File: config.mk
export PLATFORM = sky130hd
export DESIGN_NAME = int_mul_issue
export DESIGN_NICKNAME = d
export VERILOG_FILES = /design/src/rtl/int_mul_issue.sv
export SDC_FILE = /design/constraint.sdc
export NUM_CORES = 1
export LEC_CHECK = 0
export CORE_MARGIN = 2
export CORE_UTILIZATION = 49
export DETAILED_ROUTE_END_ITERATION = 8
export GPL_ROUTABILITY_DRIVEN = 0
export PLACE_DENSITY = 0.93
export SLEW_MARGIN = 10
export SYNTH_ARGS = -nofsm -noshare
export SYNTH_HDL_FRONTEND = slang
export SYNTH_SLANG_ARGS = --single-unit
File: constraint.sdc
create_clock -name clk -period 8.4 [get_ports clk]
set_input_delay 2.1 -clock clk [delete_from_list [all_inputs] [get_ports clk]]
set_output_delay 2.1 -clock clk [all_outputs]
set_load 0.05 [all_outputs]
File: src/rtl/int_mul_issue.sv
// Issue/sequencing stage in front of the multi-cycle unsigned multiplier core (RV64M MUL/MULH/MULHSU/MULHU/MULW).
// Build option INT_MUL_ZERO_BYPASS_EN: ops with a zero operand retire without starting the core.

module int_mul_issue #(
    parameter int TAG_W = 6,
    parameter int XLEN  = 64
) (
    input  logic             clk,
    input  logic             rst,
    input  logic             flush,
    input  logic             in_valid,
    output logic             in_ready,
    input  logic [2:0]       in_funct3,
    input  logic             in_word,
    input  logic [XLEN-1:0]  in_op1,
    input  logic [XLEN-1:0]  in_op2,
    input  logic [TAG_W-1:0] in_tag,
    output logic [XLEN-1:0]  mul_op1,
    output logic [XLEN-1:0]  mul_op2,
    output logic             mul_sel,
    output logic             mul_start,
    input  logic             mul_ready,
    input  logic [XLEN-1:0]  mul_result,
    output logic             out_valid,
    input  logic             out_ready,
    output logic [XLEN-1:0]  out_result,
    output logic [TAG_W-1:0] out_tag
);

    // state | meaning
    // IDLE  | waiting for an op from dispatch
    // ISSUE | one-cycle start pulse to the core
    // WAIT  | core counting; mul_ready sampled here only
    // DONE  | result held for writeback until out_ready or flush
    // DRAIN | op killed; wait for the core to finish before reuse
    typedef enum logic [2:0] {
        S_IDLE,
        S_ISSUE,
        S_WAIT,
        S_DONE,
        S_DRAIN
    } state_t;

    typedef enum logic [2:0] {
        K_MUL,
        K_MULH,
        K_MULHSU,
        K_MULHU,
        K_MULW
    } kind_t;

    state_t            state_q, state_d;
    kind_t             kind_q, in_kind;
    logic [XLEN-1:0]   op1_q, op2_q;
    logic [TAG_W-1:0]  tag_q;
    logic              accept;
    logic              zero_op;
    logic              load_result;
    logic [XLEN-1:0]   corr_a, corr_b, fixed_result;

`ifdef INT_MUL_ZERO_BYPASS_EN
    assign zero_op = (in_op1 == '0) || (in_op2 == '0);
`else
    assign zero_op = 1'b0;
`endif

    // MULW wins over funct3; reserved funct3 encodings run as plain MUL
    always_comb begin
        in_kind = K_MUL;
        if (in_word) begin
            in_kind = K_MULW;
        end else begin
            case (in_funct3)
                3'b001:  in_kind = K_MULH;
                3'b010:  in_kind = K_MULHSU;
                3'b011:  in_kind = K_MULHU;
                default: in_kind = K_MUL;
            endcase
        end
    end

    assign accept      = (state_q == S_IDLE) && in_valid && !flush;
    assign load_result = (state_q == S_WAIT) && !flush && mul_ready;

    always_ff @(posedge clk or posedge rst) begin
        if (rst) begin
            state_q <= S_IDLE;
        end else begin
            state_q <= state_d;
        end
    end

    always_comb begin
        state_d   = state_q;
        in_ready  = 1'b0;
        mul_start = 1'b0;
        out_valid = 1'b0;
        case (state_q)
            S_IDLE: begin
                in_ready = 1'b1;
                if (accept) begin
                    state_d = zero_op ? S_DONE : S_ISSUE;
                end
            end
            S_ISSUE: begin
                mul_start = 1'b1;
                state_d   = flush ? S_DRAIN : S_WAIT;
            end
            S_WAIT: begin
                if (flush) begin
                    state_d = S_DRAIN;
                end else if (mul_ready) begin
                    state_d = S_DONE;
                end
            end
            S_DONE: begin
                out_valid = 1'b1;
                if (flush || out_ready) begin
                    state_d = S_IDLE;
                end
            end
            S_DRAIN: begin
                if (mul_ready) begin
                    state_d = S_IDLE;
                end
            end
            default: state_d = S_IDLE;
        endcase
    end

    // Core returns an unsigned product half; signed high halves subtract the
    // operand whose partner was negative, all mod 2^XLEN.
    always_comb begin
        corr_a = '0;
        corr_b = '0;
        if (((kind_q == K_MULH) || (kind_q == K_MULHSU)) && op1_q[XLEN-1]) begin
            corr_a = op2_q;
        end
        if ((kind_q == K_MULH) && op2_q[XLEN-1]) begin
            corr_b = op1_q;
        end
        fixed_result = mul_result - corr_a - corr_b;
        if (kind_q == K_MULW) begin
            fixed_result = {{(XLEN/2){mul_result[XLEN/2-1]}}, mul_result[XLEN/2-1:0]};
        end
    end

    always_ff @(posedge clk or posedge rst) begin
        if (rst) begin
            op1_q      <= '0;
            op2_q      <= '0;
            tag_q      <= '0;
            kind_q     <= K_MUL;
            out_result <= '0;
            out_tag    <= '0;
        end else begin
            if (accept) begin
                op1_q  <= in_op1;
                op2_q  <= in_op2;
                tag_q  <= in_tag;
                kind_q <= in_kind;
            end
            if (accept && zero_op) begin
                out_result <= '0;
                out_tag    <= in_tag;
            end else if (load_result) begin
                out_result <= fixed_result;
                out_tag    <= tag_q;
            end
        end
    end

    assign mul_op1 = op1_q;
    assign mul_op2 = op2_q;
    assign mul_sel = (kind_q == K_MULH) || (kind_q == K_MULHSU) || (kind_q == K_MULHU);

endmodule

* After elaboration in Yosys (flattened, before gate mapping) *
Index checks and enable logic that the tools add are counted.

word-level totals
  bits of input ports = 208
  flip-flop bits (word level) = 210
  logic and storage cells = 51
  output and inout bits = 202

operators by class
  reduce and logical (&&, ||, !) cells = 12
  muxes and demuxes = 15
  add/sub/neg operators = 2
  equal/unequal tests = 15

operator list
  kind                                            count
  2-to-1 mux 64 bit                               3
  subtractor 64 bit                               2
  2-to-1 mux 3 bit                                7
  == test 3 x 2 -> 1 bit (second input constant)  6
  case mux 3 bit (5 select lines)                 1
  == test 3 x 1 -> 1 bit (second input constant)  3
  == test 3 bit (second input constant)           2
  logical AND 1 bit                               6
  inequality test 2 bit (second input constant)   3
  case mux 2 bit (3 select lines)                 1
  AND reduction 4 bit                             1
  logical NOT 3 bit                               1
  logical OR 1 bit                                3
  2-to-1 mux 1 bit                                3
  inequality test 3 bit (second input constant)   1
  logical NOT 1 bit                               1

* Longest topological paths before layout *
Gate-level depths: netlist of run 1.

  depth in word-level cells = 7
  depth in mapped cells = 19
  depth with buffers taken out = 19

* Worst setup path before layout of run 1 *
OpenSTA, ideal clock, no wires.

  path kind = input-to-reg
  start = input mul_result[0]
  end = register out_result[62]
  arrival time = 5783 ps
  path buffers = 0
  cell stages on the path = 17
  slack = 2527 ps
  data required time = 8310 ps
  cell sequence = inv_1 > fa_1 > inv_1 > ha_1 > or2_2 > fa_1 > a21o_1 > a31o_1 > a21oi_1 > o41ai_2 > a21o_1 > a21oi_2 > o31ai_4 > a22o_2 > o211ai_1 > mux2_2 > o221ai_1

on the way
  word-level cells in the longest chain between the ends = 3

RTL lines
  what                             line  source
  start: declaration               23    input logic [XLEN-1:0] mul_result,
  subtractor 64 bit (2 in series)  142   fixed_result = mul_result - corr_a - corr_b;
  2-to-1 mux 64 bit                143   if (kind_q == K_MULW) begin
  end signal: assignment           167   out_result <= fixed_result;
  end: declaration                 26    output logic [XLEN-1:0] out_result,

Every way passes these cells.
A chain may end at the register's enable or synchronous reset.

* Worst setup path after layout of run 1 *
Ends and elaborated chain as after synthesis.

==> Implementation_results.wiki, run 1 <==
{| class="wikitable"
! Metric !! Value
|-
| Clock Latency Late Sink || 0.54 ns
|-
| Worst-path cell with the longest stage delay || fa_1
|-
| Time the final worst path needs with I/O delays and setup || 6.39 ns
|-
| Mapped Nets || 1884
|-
| Cts repair resizes || 0
|-
| Max Cap Viol || 0
|-
| Final count of hold timing violations || 0
|-
| Core Region || 29600 um2
|-
| Number of antenna violations at the first check in global routing || 1
|-
| Total standard cell area after synthesis || 14600 um2
|-
| Startpoint of the worst setup timing path || mul_result[0]
|-
| Transition time at the pin with the least slew margin || 0.978 ns
|-
| Height of the die || 177 um
|-
| Final count of negative-setup-slack endpoints || 0
|-
| Clock-pin slew of the registers on the worst-case setup and hold paths || 0.06 ns
|-
| Worst r2r path cells || 18
|-
| Endpoint class of the critical path || flop
|-
| Die area || 31300 um2
|-
| Die Span X || 177 um
|-
| Kind of path behind the tightest hold check || flop to flop
|-
| Proportion of power drawn by flip-flops and latches || 0.227
|-
| Critical R2R Capture || out_result[62]$_DFFE_PP0P_
|-
| Final core area utilization || 0.673
|-
| Worst setup slack for register-to-register paths || 2.76 ns
|-
| Average routed wire per standard cell || 19.1 um
|-
| Largest area contributor in the synthesized netlist || dfrtp_1
|-
| Part of the total power dissipated in the clock network || 0.133
|-
| Longest Clk Path Bufs || 3
|-
| List of most frequent post-synthesis cells || 210 x dfrtp_1, 184 x inv_1, 137 x nand2_1
|-
| Internal power component || 4.20 mW
|-
| Total power per unit cell area || 430 nW/um2
|-
| Post-synthesis cell type count || 73
|-
| Yosys warns || 0
|-
| Primary FF master, synth || dfrtp_1
|-
| Mean cell area of the mapped netlist || 9.46 um2
|-
| Outcome || complete, no violations
|-
| Destination of the critical timing path || out_result[62]$_DFFE_PP0P_
|-
| Total via count in the routed design || 12900
|-
| CTS tree || yes
|-
| Leading post-synthesis cells by cell area || dfrtp_1 36%, mux2_2 10%, fa_1 8.6%
|-
| Delay contributed by the slowest stage of the critical path || 0.57 ns
|-
| Ratio of cells with drive above 1 in the final layout || 0.119
|-
| CTS HTree Levels || 1
|-
| Total wire length || 44300 um
|-
| Pin count of the biggest net entering global routing || 97
|-
| Grt ovf || 0
|-
| Reg2reg start || kind_q[2]$_DFFE_PP0P_
|-
| Asr flop ratio synth || 1.00
|-
| Post-route clock period utilization || 0.761
|-
| Drt first-iter violations || 789
|-
| Detailed-route DRC error count || 0
|-
| Number of enable flip-flop cells after synthesis || 0
|-
| Setup TNS Final || 0 ns
|-
| Number of max-slew violations in the final report || 0
|-
| Antenna Nets Post-Route || 0
|-
| VDD IR-drop max || 0.000285 V
|-
| FF+latch count, synth || 210
|-
| Routed via count divided by cell count || 5.55
|-
| Highest clock rate || 0.156 GHz
|-
| I/O Buffers || 409
|-
| Global Route Usage Sum || 0.280
|-
| Required time at the worst-slack endpoint || 8.85 ns
|-
| Cell-by-cell listing of the critical path || clkdlybuf4s50_1, inv_1, fa_1, inv_1, ha_1, or2_2, fa_1, a21o_1, a31o_1, a21oi_1, o41ai_2, a21o_1, a21oi_2, o31ai_4, a22o_2, o211ai_1, mux2_2, o221ai_1
|-
| Wire length of the first global-routing pass || 70100 um
|-
| Area share of the leading cell type in the synthesized netlist || 0.359
|-
| Number of clock buffers inserted by TritonCTS || 25
|-
| Vias in the first global route || 13700
|-
| Dpl hpwl || 32900 um
|-
| Setup Skew || 0.0215 ns
|-
| Initial core utilization || 0.495
|-
| Library cell with the highest instance count after synthesis || dfrtp_1
|-
| CTS sink count || 210
|-
| Switching power of the nets || 4.35 mW
|-
| Leakage power || 8.74 nW
|-
| Clock Root Buffer || clkbuf_16
|-
| Critical path type || input pin to flop
|-
| Number of detailed-route iterations in the first pass || 6
|-
| Cell row count || 63
|-
| Net Sw Frac || 0.509
|-
| Syn-to-layout area delta || 35.8%
|-
| Cell count after synthesis || 1548
|-
| Placement Cell Area || 19000 um2
|-
| Final nets || 2248
|-
| Final design instance area without fill || 19900 um2
|-
| Share of the yosys chip area belonging to registers || 0.359
|-
| Setup repair after global routing missed its margin || false
|-
| Worst setup SP type || input pin
|-
| Slew headroom || 0.348
|-
| Total I/O pin count || 410
|-
| Hold_buf cts || 0
|-
| Worst-path fanout max || 5
|-
| Worst Path Arrival || 6.84 ns
|-
| Post-CTS repair timing setup buffer count || 0
|-
| Power share of the combinational group || 0.640
|}
[placed cells by master, fill, tap and decap left out, types with 63 or more instances in the layout]
master and instances:
nor2_1 86, ha_1 65, mux2_2 136, clkdlybuf4s50_1 409, and2_1 113, dfrtp_1 210, inv_1 183, nand2_1 135
fa_1 63, o21ai_0 73, a21oi_1 120
[worst max-delay path, delay by kind of cell]
kind / cells / cell delay, ns
AO/OA/AOI/OAI: 10 / 2.27
adder cells (fa/ha/maj): 3 / 1.18
buffers and inverters: 3 / 0.62
multiplexers: 1 / 0.36
AND/OR/NAND/NOR: 1 / 0.30
[cells by family (layout without fill, tap and decap cells)]
family | Yosys count | in the layout | share of synthesized area
buffers and inverters | 267 | 648 | 0.0704
adders and majority gates | 128 | 128 | 0.142
AOI/OAI and AO/OA | 336 | 336 | 0.152
DFF | 210 | 210 | 0.359
and+or+nand+nor | 409 | 409 | 0.136
xor gates and xnor gates | 60 | 60 | 0.0359
muxes | 138 | 138 | 0.106
other | 0 | 1 | 0
[registers in the layout, indices dropped and copies added, names as in the netlist]
name and cells:
kind_q 3, state_q 3, mul_op2 64, out_tag 6
out_result 64, tag_q 6, mul_op1 64
[stage by stage]
| stage | hold WS (ns) | power (mW) | instances | setup slack, ns |
|---|---|---|---|---|
| 2_1_floorplan | 0.433 | 5.57 | 1548 | 0.562 |
| 3_3_place_gp | 0.443 | 7.20 | 2275 | 1.68 |
| 3_5_place_dp | 0.456 | 7.35 | 2275 | 1.56 |
| 4_1_cts | 0.466 | 8.55 | 2319 | 2.09 |
| 5_1_grt | 0.492 | 9.00 | 2320 | 1.83 |
| 6_report | 0.471 | 8.55 | 2320 | 2.01 |
[area by class of cell]
| type | count | area [um2] |
|---|---|---|
| multi-input cells | 1071 | 8400 |
| flip-flops and latches | 210 | 5260 |
| repair buffers | 419 | 4170 |
| clock inverters | 10 | 136 |
| diodes | 1 | 2.50 |
| inverters | 185 | 702 |
| well taps | 390 | 488 |
| clock buffers | 34 | 729 |
| fillers | 2171 | 9680 |
[power by group through the flow]
| stage | Clock (mW) | Combinational [mW] | Sequential, mW |
|---|---|---|---|
| 6_report | 1.14 | 5.47 | 1.94 |
| 5_1_grt | 1.21 | 5.79 | 2.00 |
| 4_1_cts | 1.16 | 5.45 | 1.94 |
| 3_5_place_dp | 0 | 5.42 | 1.94 |
| 3_3_place_gp | 0 | 5.30 | 1.91 |
| 2_1_floorplan | 0 | 2.07 | 3.50 |
[worst min-delay path by stage]
stage / start / endpoint / slack [ns] / cells after the start
5_1_grt: tag_q[3]$_DFFE_PP0P_ / out_tag[3]$_DFFE_PP0P_ / 0.49 / 2
6_report: tag_q[3]$_DFFE_PP0P_ / out_tag[3]$_DFFE_PP0P_ / 0.47 / 2
2_1_floorplan: tag_q[0]$_DFFE_PP0P_ / out_tag[0]$_DFFE_PP0P_ / 0.43 / 2
4_1_cts: tag_q[3]$_DFFE_PP0P_ / out_tag[3]$_DFFE_PP0P_ / 0.47 / 2
3_3_place_gp: tag_q[3]$_DFFE_PP0P_ / out_tag[3]$_DFFE_PP0P_ / 0.44 / 2
3_5_place_dp: tag_q[3]$_DFFE_PP0P_ / out_tag[3]$_DFFE_PP0P_ / 0.46 / 2
[per-layer routing]
metal,share of wire,track usage,wire length (um),vias up
li1,-,-,-,5895
met1,0.37,0.314,16200,6198
met2,0.51,0.508,22500,646
met3,0.086,0.0687,3790,133
met4,0.040,0.113,1770,0
met5,0,0,0,-
(Power assumes the default switching activity.)
==> inputs of run 2 (changes only) <==
--- a/config.mk
+++ b/config.mk
@@ -6,10 +6,10 @@
 export NUM_CORES = 1
 export LEC_CHECK = 0
 export CORE_MARGIN = 2
-export CORE_UTILIZATION = 49
+export CORE_UTILIZATION = 45
 export DETAILED_ROUTE_END_ITERATION = 8
 export GPL_ROUTABILITY_DRIVEN = 0
-export PLACE_DENSITY = 0.93
+export PLACE_DENSITY = 0.9
 export SLEW_MARGIN = 10
 export SYNTH_ARGS = -nofsm -noshare
 export SYNTH_HDL_FRONTEND = slang
==> constraint.sdc (replaced) <==
create_clock -name clk -period 5.4 [get_ports clk]
set_input_delay 1.35 -clock clk [delete_from_list [all_inputs] [get_ports clk]]
set_output_delay 1.35 -clock clk [all_outputs]
set_load 0.05 [all_outputs]
==> run 2 against run 1 <==
Compared with the run above: register-to-register slack got worse by 2.4 ns; first-iteration DRC count decreased by 0.25%; worst hold slack improved by 0.0020 ns; critical path type is now flop to flop; non-clock buffer count increased by 49; power increased by 57%; cell count increased by 4.2%; clock-buffer cell count unchanged.
==> Implementation_results.wiki, run 2 (synthesis results as in run 1) <==
{| class="wikitable"
! Metric !! Value
|-
| Longest Clk Path Bufs || 3
|-
| Highest clock rate || 0.198 GHz
|-
| Antenna Nets Post-Route || 0
|-
| Number of antenna violations at the first check in global routing || 2
|-
| Clock Root Buffer || clkbuf_16
|-
| Cell row count || 66
|-
| Final count of hold timing violations || 0
|-
| Routed via count divided by cell count || 5.31
|-
| Worst hold slack across all endpoints || 0.473 ns
|-
| Die Span X || 184 um
|-
| Final count of negative-setup-slack endpoints || 0
|-
| Drt first-iter violations || 787
|-
| Outcome || complete, no violations
|-
| Worst-path fanout max || 32
|-
| Transition time at the pin with the least slew margin || 0.871 ns
|-
| Final nets || 2296
|-
| Detailed-route DRC error count || 0
|-
| Total I/O pin count || 410
|-
| Pin count of the biggest net entering global routing || 97
|-
| I/O Buffers || 409
|-
| CTS tree || yes
|-
| Setup repair after global routing missed its margin || false
|-
| Commonest non-fill, non-tap cell in the layout || clkdlybuf4s50_1
|-
| Ratio of cells with drive above 1 in the final layout || 0.140
|-
| Syn-to-layout area delta || 38.9%
|-
| Clock Latency Late Sink || 0.53 ns
|-
| Die area || 34000 um2
|-
| Number of max-slew violations in the final report || 0
|-
| Hold_buf cts || 0
|-
| Time the final worst path needs with I/O delays and setup || 5.04 ns
|-
| Final core area utilization || 0.630
|-
| Commonest non-fill, non-tap cells in the layout || 408 x clkdlybuf4s50_1, 210 x dfrtp_1, 183 x inv_1, 136 x mux2_2, 135 x nand2_1
|-
| VDD IR-drop max || 0.000462 V
|-
| Endpoint class of the critical path || flop
|-
| Kind of path behind the tightest hold check || flop to flop
|-
| Reg2reg start || kind_q[1]$_DFFE_PP0P_
|-
| Max Cap Viol || 0
|-
| Worst Path Arrival || 5.46 ns
|-
| Setup TNS Final || 0 ns
|-
| Setup Skew || 0.0201 ns
|-
| Critical R2R Capture || out_result[61]$_DFFE_PP0P_
|-
| Average routed wire per standard cell || 18.4 um
|-
| Dpl hpwl || 33900 um
|-
| Hold-critical path depth || 2
|-
| Height of the die || 184 um
|-
| Slew headroom || 0.419
|-
| Clock-pin slew of the registers on the worst-case setup and hold paths || 0.06 ns
|-
| Overall power consumption || 13.5 mW
|-
| CTS sink count || 210
|-
| CTS HTree Levels || 1
|-
| Global Route Usage Sum || 0.257
|-
| Total via count in the routed design || 12800
|-
| Core Region || 32300 um2
|-
| Post-route clock period utilization || 0.933
|-
| Total power per unit cell area || 662 nW/um2
|-
| Worst r2r path cells || 19
|-
| Leakage power || 8.99 nW
|-
| Required time at the worst-slack endpoint || 5.82 ns
|-
| Fill count || 2452
|-
| Critical path type || flop to flop
|-
| Grt ovf || 0
|-
| Number of clock buffers inserted by TritonCTS || 24
|-
| Startpoint of the tightest hold check path || tag_q[2]$_DFFE_PP0P_
|-
| Vias in the first global route || 13400
|-
| Hold Path Sink || out_tag[2]$_DFFE_PP0P_
|-
| Initial core utilization || 0.453
|-
| Wire length of the first global-routing pass || 69600 um
|-
| Total wire length || 44600 um
|-
| Worst setup SP type || flop
|-
| Number of detailed-route iterations in the first pass || 5
|-
| Worst setup slack for register-to-register paths || 0.36 ns
|}
## run 2: area by class of cell
type                       count  area, um2  share of cell area
clock buffer                  34        719              0.0354
multi-input combinational   1071       8420               0.414
inverter                     185        698              0.0343
tap                          442        553              0.0272
timing repair buffer         468       4580               0.225
clock inverter                 7        115             0.00566
antenna                        1       2.50            0.000123
sequential                   210       5260               0.258
## run 2: metal layers
metal | vias up | wire [um] | global-route usage
li1 | 5977 | - | -
met1 | 6206 | 17000 | 0.295
met2 | 546 | 22300 | 0.465
met3 | 108 | 3350 | 0.0573
met4 | 2 | 1930 | 0.101
met5 | - | 13 | 0
## run 2: how the worst max path moves through the flow
stage                               start                    endpoint  slack (ns)  depth (start not counted)
floorplan                   mul_result[0]  out_result[62]$_DFFE_PP0P_        0.28                         17
global placement            mul_result[0]  out_result[62]$_DFFE_PP0P_       -0.41                         19
detailed placement          mul_result[0]  out_result[62]$_DFFE_PP0P_       -0.56                         19
CTS                         mul_result[0]  out_result[52]$_DFFE_PP0P_        0.03                         18
global route        kind_q[1]$_DFFE_PP0P_  out_result[44]$_DFFE_PP0P_        0.09                         17
finish              kind_q[1]$_DFFE_PP0P_  out_result[61]$_DFFE_PP0P_        0.36                         19
## run 2: power by group
part           switching (mW)  internal (mW)  leakage [nW]
Sequential              0.643           2.37          2.53
Combinational            5.48           3.24          6.05
Clock                   0.674           1.06         0.405
## run 2: what timing repair did
item / 4_1_cts / 5_1_grt
gates resized for setup: 2 / 3
endpoints found under the hold margin: 0 / 0
pin swaps: 0 / 5
buffers inserted: 0 / 3
endpoints found under the setup margin: 2 / 4
## run 2: metrics by stage
| step | area (um2) | setup WS, ns | instances |
|---|---|---|---|
| 4_1_cts | 20300 | 0.0264 | 2414 |
| 2_1_floorplan | 14600 | 0.277 | 1548 |
| 3_3_place_gp | 19500 | -0.409 | 2373 |
| 5_1_grt | 20300 | 0.0934 | 2418 |
| 6_report | 20300 | 0.359 | 2418 |
| 3_5_place_dp | 19500 | -0.562 | 2373 |
## run 2: critical path, stage by stage, from the launching register on
cell,delay [ns]
dfrtp_1,0.45
xnor2_1,0.16
nor3b_2,0.31
buf_4,0.39
nand2_1,0.14
fa_1,0.47
ha_1,0.42
nand2_1,0.10
a211oi_2,0.30
o21ai_1,0.14
buf_4,0.17
a31oi_4,0.23
o21ai_4,0.13
o31ai_2,0.37
a31oi_1,0.15
buf_4,0.18
o31ai_4,0.26
nor2_1,0.08
a311o_1,0.32
o22a_1,0.15
==> inputs of run 3 (changes only) <==
--- a/config.mk
+++ b/config.mk
@@ -6,10 +6,9 @@
 export NUM_CORES = 1
 export LEC_CHECK = 0
 export CORE_MARGIN = 2
-export CORE_UTILIZATION = 45
+export CORE_UTILIZATION = 40
 export DETAILED_ROUTE_END_ITERATION = 8
-export GPL_ROUTABILITY_DRIVEN = 0
-export PLACE_DENSITY = 0.9
+export PLACE_DENSITY = 0.82
 export SLEW_MARGIN = 10
 export SYNTH_ARGS = -nofsm -noshare
 export SYNTH_HDL_FRONTEND = slang
==> run 3 against run 2 <==
Compared with the run above: critical path depth grew 1; register-to-register slack worse by 0.05 ns; die area increased by 12%; global-route usage decreased by 2.7 points; clock-buffer cell count rose by 1; maximum frequency down 1.8%; highest routed layer unchanged; cell area grew 1.0%; via count is 1.9% lower; critical path type is now input pin to flop; cell count increased by 1.6%.
==> Implementation_results.wiki, run 3 (synthesis results as in run 1) <==
{| class="wikitable"
! Metric !! Value
|-
| Post-route clock period utilization || 0.951
|-
| CTS HTree Levels || 1
|-
| Slew headroom || 0.537
|-
| Routed via count divided by cell count || 5.13
|-
| Startpoint of the tightest hold check path || tag_q[2]$_DFFE_PP0P_
|-
| Core Region || 36300 um2
|-
| Commonest non-fill, non-tap cells in the layout || 409 x clkdlybuf4s50_1, 210 x dfrtp_1, 183 x inv_1, 136 x mux2_2, 135 x nand2_1
|-
| Total wire length || 43900 um
|-
| Non-filler cells in the finished layout || 2457
|-
| Delay contributed by the slowest stage of the critical path || 0.56 ns
|-
| Number of max-slew violations in the final report || 0
|-
| Clock-pin slew of the registers on the worst-case setup and hold paths || 0.06 ns
|-
| CP Depth || 20
|-
| Worst-path fanout max || 5
|-
| Total power per unit cell area || 663 nW/um2
|-
| Ratio of cells with drive above 1 in the final layout || 0.146
|-
| Worst-path cell with the longest stage delay || fa_1
|-
| Pin count of the biggest net entering global routing || 113
|-
| Commonest non-fill, non-tap cell in the layout || clkdlybuf4s50_1
|-
| Global Route Usage Sum || 0.231
|-
| Critical path type || input pin to flop
|-
| Initial core utilization || 0.403
|-
| Worst setup SP type || input pin
|-
| Grt ovf || 0
|-
| CP bufs+invs || 5
|-
| Highest clock rate || 0.195 GHz
|-
| Endpoint class of the critical path || flop
|-
| Cell-by-cell listing of the critical path || clkdlybuf4s50_1, inv_1, fa_1, inv_1, ha_1, or2_2, fa_1, a21o_1, a31o_1, a21oi_1, buf_4, o41ai_2, a21o_1, a21oi_2, buf_4, o31ai_4, a22o_4, o211ai_1, mux2_2, o221ai_1
|-
| Average routed wire per standard cell || 17.9 um
|-
| GP Congestion || 0.894
|-
| GR met1 Demand/Resource || 0.276
|-
| Number of detailed-route iterations in the first pass || 5
|-
| Number of clock buffers inserted by TritonCTS || 26
|-
| Dpl hpwl || 33400 um
|-
| Kind of path behind the tightest hold check || flop to flop
|-
| Leakage power || 9.08 nW
|-
| Worst setup slack for register-to-register paths || 0.31 ns
|-
| Syn-to-layout area delta || 40.4%
|-
| CTS sink count || 210
|-
| Setup repair after global routing missed its margin || true
|-
| Transition time at the pin with the least slew margin || 0.693 ns
|-
| Cell Count Post-Placement || 2409
|-
| Sequential cell area || 5260 um2
|-
| Outcome || complete, no violations
|-
| Max Cap Viol || 0
|-
| Setup Skew || 0.0194 ns
|-
| Fraction of met2 tracks used by global routing || 0.412
|-
| Die area || 38100 um2
|-
| Required time at the worst-slack endpoint || 5.87 ns
|-
| Cell row count || 70
|-
| Reg2reg start || kind_q[1]$_DFFE_PP0P_
|-
| Hold-critical path depth || 2
|-
| Final nets || 2305
|-
| Worst hold slack across all endpoints || 0.477 ns
|-
| Hold_buf cts || 0
|-
| Final count of hold timing violations || 0
|-
| Worst r2r path cells || 20
|-
| VDD IR-drop max || 0.000452 V
|-
| Drt first-iter violations || 608
|-
| Detailed-route DRC error count || 0
|-
| Gr busiest metal || met2
|-
| Die Span X || 195 um
|-
| Total I/O pin count || 410
|-
| Longest Clk Path Bufs || 3
|-
| Area occupied by multi-input gates || 8420 um2
|-
| Clock Root Buffer || clkbuf_16
|-
| Number of antenna violations at the first check in global routing || 1
|-
| Final core area utilization || 0.565
|-
| Antenna fix cells || 0
|-
| Fill count || 3090
|-
| I/O Buffers || 409
|-
| Final count of negative-setup-slack endpoints || 0
|-
| Time the final worst path needs with I/O delays and setup || 5.13 ns
|-
| Vias in the first global route || 13400
|-
| Total via count in the routed design || 12600
|-
| Antenna Nets Post-Route || 0
|-
| Wire length of the first global-routing pass || 70600 um
|-
| M3 GR Usage || 0.0575
|-
| CTS tree || yes
|-
| Critical R2R Capture || out_result[61]$_DFFE_PP0P_
|-
| Clock Latency Late Sink || 0.56 ns
|-
| Hold Path Sink || out_tag[2]$_DFFE_PP0P_
|-
| Family with the most delay on the worst path || compound AO/OA/AOI/OAI gates
|-
| Worst Path Arrival || 5.60 ns
|-
| Height of the die || 195 um
|}
## run 3: timing repair
item	CTS	global route
endpoints found under the hold margin	0	0
setup endpoints to repair	0	5
resized for setup	0	4
setup buffers	0	0
## run 3: final cells by class
type | count | area share
tap | 468 | 0.0285
inverter | 185 | 0.0340
multi-input combinational | 1071 | 0.410
timing repair buffer | 475 | 0.225
clock buffer | 35 | 0.0373
sequential | 210 | 0.256
clock inverter | 13 | 0.00968
## run 3: how the worst max path moves through the flow
| stage | startpoint | endpoint | slack [ns] |
|---|---|---|---|
| after floorplan | mul_result[0] | out_result[62]$_DFFE_PP0P_ | 0.28 |
| after global placement | mul_result[0] | out_result[62]$_DFFE_PP0P_ | -0.30 |
| after detailed placement | mul_result[0] | out_result[56]$_DFFE_PP0P_ | -0.37 |
| after CTS | mul_result[0] | out_result[62]$_DFFE_PP0P_ | 0.19 |
| after global routing | mul_result[0] | out_result[62]$_DFFE_PP0P_ | -0.02 |
| final | mul_result[0] | out_result[62]$_DFFE_PP0P_ | 0.27 |
## run 3: worst register-to-register path: stages (launching register included)
cell and delay, ns:
dfrtp_1 0.45, xnor2_1 0.16, nor3b_2 0.16, buf_4 0.19, buf_4 0.28, nand2_1 0.12
fa_1 0.48, ha_1 0.38, nand3_1 0.13, a211oi_2 0.26, o21ai_1 0.15, buf_4 0.17
a31oi_4 0.25, o21ai_4 0.10, o31ai_2 0.43, a31oi_1 0.17, buf_4 0.19, o31ai_4 0.32
nor2_1 0.09, a311o_1 0.35, o22a_1 0.17
## run 3: where the power goes
group	switching [mW]	total, mW	internal, mW
Combinational	5.41	8.66	3.25
Clock	0.717	1.95	1.23
Sequential	0.651	3.02	2.37
## run 3: layer usage
metal  up-vias  part of all wire
met3        81             0.073
met5         -           0.00023
li1       6000                 -
met1      6060              0.40
met2       454              0.50
met4         2             0.030
## run 3: through the flow
stage / cell area, um2 / setup TNS (ns) / setup slack [ns] / total power, mW
after floorplan: 14600 / 0 / 0.277 / 8.66
after global routing: 20500 / -0.0208 / -0.0208 / 14.4
final: 20500 / 0 / 0.265 / 13.6
after global placement: 19600 / -2.14 / -0.299 / 11.5
after detailed placement: 19600 / -3.43 / -0.368 / 11.6
after CTS: 20500 / 0 / 0.191 / 13.7
==> RTL edit 1: new RTL, config.mk and constraints of run 2 <==
Change the parameter `TAG_W` from 6 to 12.
--- a/src/rtl/int_mul_issue.sv
+++ b/src/rtl/int_mul_issue.sv
@@ -4,3 +4,3 @@
 module int_mul_issue #(
-    parameter int TAG_W = 6,
+    parameter int TAG_W = 12,
     parameter int XLEN  = 64
Interface: changed (resized in_tag and out_tag); port bits go from 410 to 422. No check against the original RTL was run, so the function may have changed too.
==> RTL edit 1 against run 2 <==
Area after synthesis is 1.9% higher. Count of clock-buffer cells in the layout increased by 1. Core utilization is 0.89 points higher. Cell area is 2.4% higher. Wire length rose by 3.3%. Die area is 1.8% higher. Non-clock buffer count rose by 25. Sequential cell count is 12 higher. Synthesized cell count up 1.5%. First-iteration DRC count up 0.76%. Worst setup slack got worse by 230 ps. Power up 2.6%. Critical endpoint is now out_result[56]. Highest routed layer is now met4.
==> RTL edit 1: results (changes against run 2) <==
dp_hpwl_mm: 34.9  # +2.9%
crit_start: "mul_result[0]"
synth.yosys.seq_area_share: 0.372  # +0.0135
skew_ps: 11.1  # -8.99 ps
antenna_found_initial: 0  # -2
num_vias: 13310  # +3.7%
yosysUniqueCellTypes: 65  # -11%
run_status: "completed"
reg2reg_slack_ps: 240  # -120 ps
grt_pass1_vias: 13788  # +3.2%
place_area_um2: 20000  # +2.8%
n_antenna_cell: 0  # -1
peakVddDrop_v: 0.000500  # +8.3%
worstReg2RegEnd: "out_result[63]"
synth_xor_area_frac: 0.0364  # +0.000512
numCtsBuffers: 26  # +8.3%
synth.area.mux_share: 0.108  # +0.00182
fillers: 2445  # -0.29%
grtUsageTotal: 0.260  # +0.00249
critPathMaxFanout: 3  # -91%
power.leakage_nw: 9.28  # +3.3%
grt_pass1_wl_mm: 71.2  # +2.3%
synthTopCellsByArea: "dfrtp_1, mux2_2, fa_1"
worstRegToRegCells: 18  # -1
insertion_delay_ps: 550  # +20 ps
cp-endpoint: "out_result[56]"
synthAdderAreaFrac: 0.139  # -0.00261
dr.pass1.iters: 6  # +1
worst_pin_slew_ps: 1060  # +185 ps
synth_compound_area_frac: 0.138  # -0.0136
layout-drive-gt1-share: 0.140  # -0.000214
fin_nets: 2350  # +2.4%
synth_nets: 1913  # +1.5%
RTL edit 1: changes by cell type after synthesis, moves of 7 or more:
cell and delta:
a21oi_1 -8, nor2_1 -16, a221o_1 +7, nand2_1 +22
nand3_1 +7, dfrtp_1 +12, xnor2_1 +7
RTL edit 1: power breakdown:
| part | internal, W | switching (W) |
|---|---|---|
| Clock | 0.000989 | 0.000747 |
| Sequential | 0.00250 | 0.000706 |
| Combinational | 0.00335 | 0.00552 |
| Total | 0.00684 | 0.00698 |
RTL edit 1: layer usage:
layer,GRT usage,wire [um]
met3,0.0552,3590
met5,0,0
met1,0.295,17200
met4,0.122,2250
met2,0.465,23000
RTL edit 1: kinds of logic (layout without fill, tap and decap cells):
logic type                 Yosys count  after routing
and+or+nand+nor                    424            424
AOI/OAI and AO/OA                  322            322
buffers and inverters              270            727
DFF                                222            222
muxes                              143            143
adders and majority gates          128            128
xor gates and xnor gates            62             62
RTL edit 1: area by class of cell:
| type | count | share of cell area |
|---|---|---|
| clock inverter | 13 | 0.00510 |
| tap | 442 | 0.0265 |
| sequential | 222 | 0.267 |
| inverter | 186 | 0.0337 |
| timing repair buffer | 493 | 0.230 |
| clock buffer | 35 | 0.0348 |
| multi-input combinational | 1079 | 0.403 |
RTL edit 1: critical path: stages:
cell	delay, ps
clkdlybuf4s50_1	490
inv_1	70
fa_1	550
inv_1	50
ha_1	190
or2_2	310
fa_1	380
a21o_1	210
a31o_2	270
a21bo_2	230
a31oi_1	130
buf_4	150
o311a_4	230
o41ai_1	130
a221o_1	400
a211oi_2	250
xnor2_1	140
nand2_1	70
a21oi_1	150
RTL edit 1: how the worst min path moves through the flow:
stage	start	endpoint	slack [ps]
after detailed placement	tag_q[8]	out_tag[8]	460
after CTS	tag_q[7]	out_tag[7]	470
after floorplan	tag_q[0]	out_tag[0]	430
final	tag_q[0]	out_tag[0]	470
after global routing	tag_q[6]	out_tag[6]	500
after global placement	tag_q[5]	out_tag[5]	440
RTL edit 1: what timing repair did:
item / 4_1_cts / 5_1_grt
hold buffers: 0 / 0
buffers inserted: 0 / 0
resized for setup: 0 / 3
setup endpoints to repair: 0 / 7
RTL edit 1: through the flow:
step | instances | utilization | TNS, ps | total power (W) | worst slack (ps)
2_1_floorplan | 1571 | - | 0 | 0.00889 | 289
3_3_place_gp | 2422 | 0.613 | -3240 | 0.0118 | -425
3_5_place_dp | 2422 | 0.613 | -4480 | 0.0120 | -498
4_1_cts | 2470 | 0.638 | 0 | 0.0138 | 77.7
5_1_grt | 2470 | 0.639 | 0 | 0.0145 | 12.8
6_report | 2470 | 0.639 | 0 | 0.0138 | 131
==> RTL edit 2: new RTL, settings of run 2 <==
Made on the original files. The 5 states of `state_t` get a Gray code encoding in 3 bits.
--- a/src/rtl/int_mul_issue.sv
+++ b/src/rtl/int_mul_issue.sv
@@ -36,7 +36,7 @@
     typedef enum logic [2:0] {
-        S_IDLE,
-        S_ISSUE,
-        S_WAIT,
-        S_DONE,
-        S_DRAIN
+        S_IDLE  = 3'b000,
+        S_ISSUE = 3'b001,
+        S_WAIT  = 3'b011,
+        S_DONE  = 3'b010,
+        S_DRAIN = 3'b110
     } state_t;
Check against the original RTL: no difference found for any inputs over 4 cycles, from zero or initial values and one cycle with rst high; so few cycles prove little.
==> RTL edit 2 against run 2 <==
Power shrank 11%. Cell area about the same. Clock skew increased by 0.59 ps. Area after synthesis rose by 0.83%. Worst setup slack worse by 110 ps. Wire length is 3.0% higher. Sequential cell count stayed put. Count of clock-buffer cells in the layout up 2. Clock power is 4% higher. Combinational power fell by 16%.
==> RTL edit 2: results (changes against run 2) <==
run_status: "completed"
wl_mm: 45.9  # +3.0%
fin_nets: 2330  # +1.5%
yosysUniqueCellTypes: 73  # unchanged
synth_ff_type: "dfrtp_1"
yosysWarnings: 0  # unchanged
drtIter0Drc: 725  # -7.9%
grt_max_degree: 168  # +73%
relSlewSlack: 0.359  # -0.0597
wire_per_inst_um: 18.7  # +1.4%
cts_resized: 0  # -2
synthTopCellsByArea: "dfrtp_1, mux2_2, fa_1"
synth_common_cells: "dfrtp_1, inv_1, nand2_1"
path_clk_slew_ps: 60  # about the same
cpPeakStageDelay_ps: 560  # +90 ps
insertion_delay_ps: 540
wl_met1_mm: 17.5  # +3.2%
crit_slowest_cell: "fa_1"
root_buffer: "clkbuf_16"
dr_wl_met3_mm: 3.52  # +5.1%
postCtsSetupBuffers: 0  # unchanged
syn_inst: 1575  # +1.7%
dr_wl_met2_mm: 22.3  # +0.13%
cp_top_family: "compound AO/OA/AOI/OAI gates"
fillers: 2480  # +1.1%
cp.arrival_ps: 5580  # +120 ps
dp_hpwl_mm: 35.0  # +3.2%
grtUsageTotal: 0.264  # +0.00691
peakVddDrop_v: 0.000336  # -27%
power.leakage_nw: 8.92  # -0.69%
skew_ps: 20.7  # +0.592 ps
synthArstFlopShare: 1.00  # unchanged
synth.yosys.seq_area_share: 0.356  # -0.00295
grt_pass1_wl_mm: 72.1  # +3.6%
htree_levels: 1  # unchanged
antenna_found_initial: 1  # -1
cts.path.max_buffers: 3  # unchanged
synth_nets: 1911  # +1.4%
numCtsBuffers: 25  # +4.2%
dp_cells: 2409  # +1.5%
critPathMaxFanout: 3  # -91%
dr.pass1.iters: 5  # unchanged
top_layer_used: "met4"
vias_per_cell: 5.38  # +1.3%
grt_pass1_vias: 13870  # +3.8%
placement.io_buffers: 409  # unchanged
layout-drive-gt1-share: 0.131  # -0.00911
worstHoldPathType: "reg -> reg"
-- RTL edit 2: cell count changes after synthesis, moves of 7 or more --
cell	change
a21o_1	-17
clkbuf_1	-22
nand2_1	+12
nor2_1	+14
nor2b_1	+7
o21ai_0	+10
o21bai_1	-7
-- RTL edit 2: metrics by stage --
step	setup WS [ps]	hold WS [ps]	utilization	area (um2)	setup TNS, ps
floorplan	422	433	-	14800	0
global placement	-126	443	0.599	19400	-401
detailed placement	-254	458	0.599	19400	-2550
CTS	299	469	0.626	20300	0
global route	24.6	497	0.626	20300	0
finish	248	468	0.626	20300	0
-- RTL edit 2: area by class of cell --
| cell class | instances | area (um2) | share of cell area |
|---|---|---|---|
| antenna | 1 | 2.50 | 0.000123 |
| clock buffer | 36 | 747 | 0.0367 |
| clock inverter | 10 | 135 | 0.00665 |
| inverter | 180 | 679 | 0.0334 |
| multi-input combinational | 1107 | 8370 | 0.412 |
| sequential | 210 | 5260 | 0.258 |
| tap | 442 | 553 | 0.0272 |
| timing repair buffer | 470 | 4590 | 0.226 |
-- RTL edit 2: power by group --
group          internal (W)  switching, W
Combinational       0.00267       0.00466
Clock               0.00110      0.000707
Sequential          0.00228      0.000541
-- RTL edit 2: worst min-delay path: stages (launching register included) --
cell,delay (ps)
dfrtp_1,340
nand2_1,50
nand2_1,40
-- RTL edit 2: cells by family after synthesis --
group           Yosys count  synth area share
compound gates          322             0.132
flops                   210             0.356
xor+xnor                 58            0.0344
simple gates            460             0.152
buf+inv                 258            0.0792
mux                     139             0.106
fa+ha+maj               128             0.141
-- RTL edit 2: final timing paths --
check                              start              to  slack (ps)  cells past startpoint
setup / recovery           mul_result[0]  out_result[54]         250                     17
hold / removal                  tag_q[5]      out_tag[5]         470                      2
setup reg to reg               kind_q[2]  out_result[51]         530                     17
hold reg to reg                 tag_q[5]      out_tag[5]         470                      2
max in group asynchronous            rst     mul_op2[58]        3240                      3
min in group asynchronous            rst     mul_op1[28]        1360                      3
-- RTL edit 2: routing by layer --
layer,vias to the layer above,GRT usage
li1,6094,-
met1,6322,0.308
met2,630,0.461
met3,161,0.0580
met4,0,0.126
met5,-,0
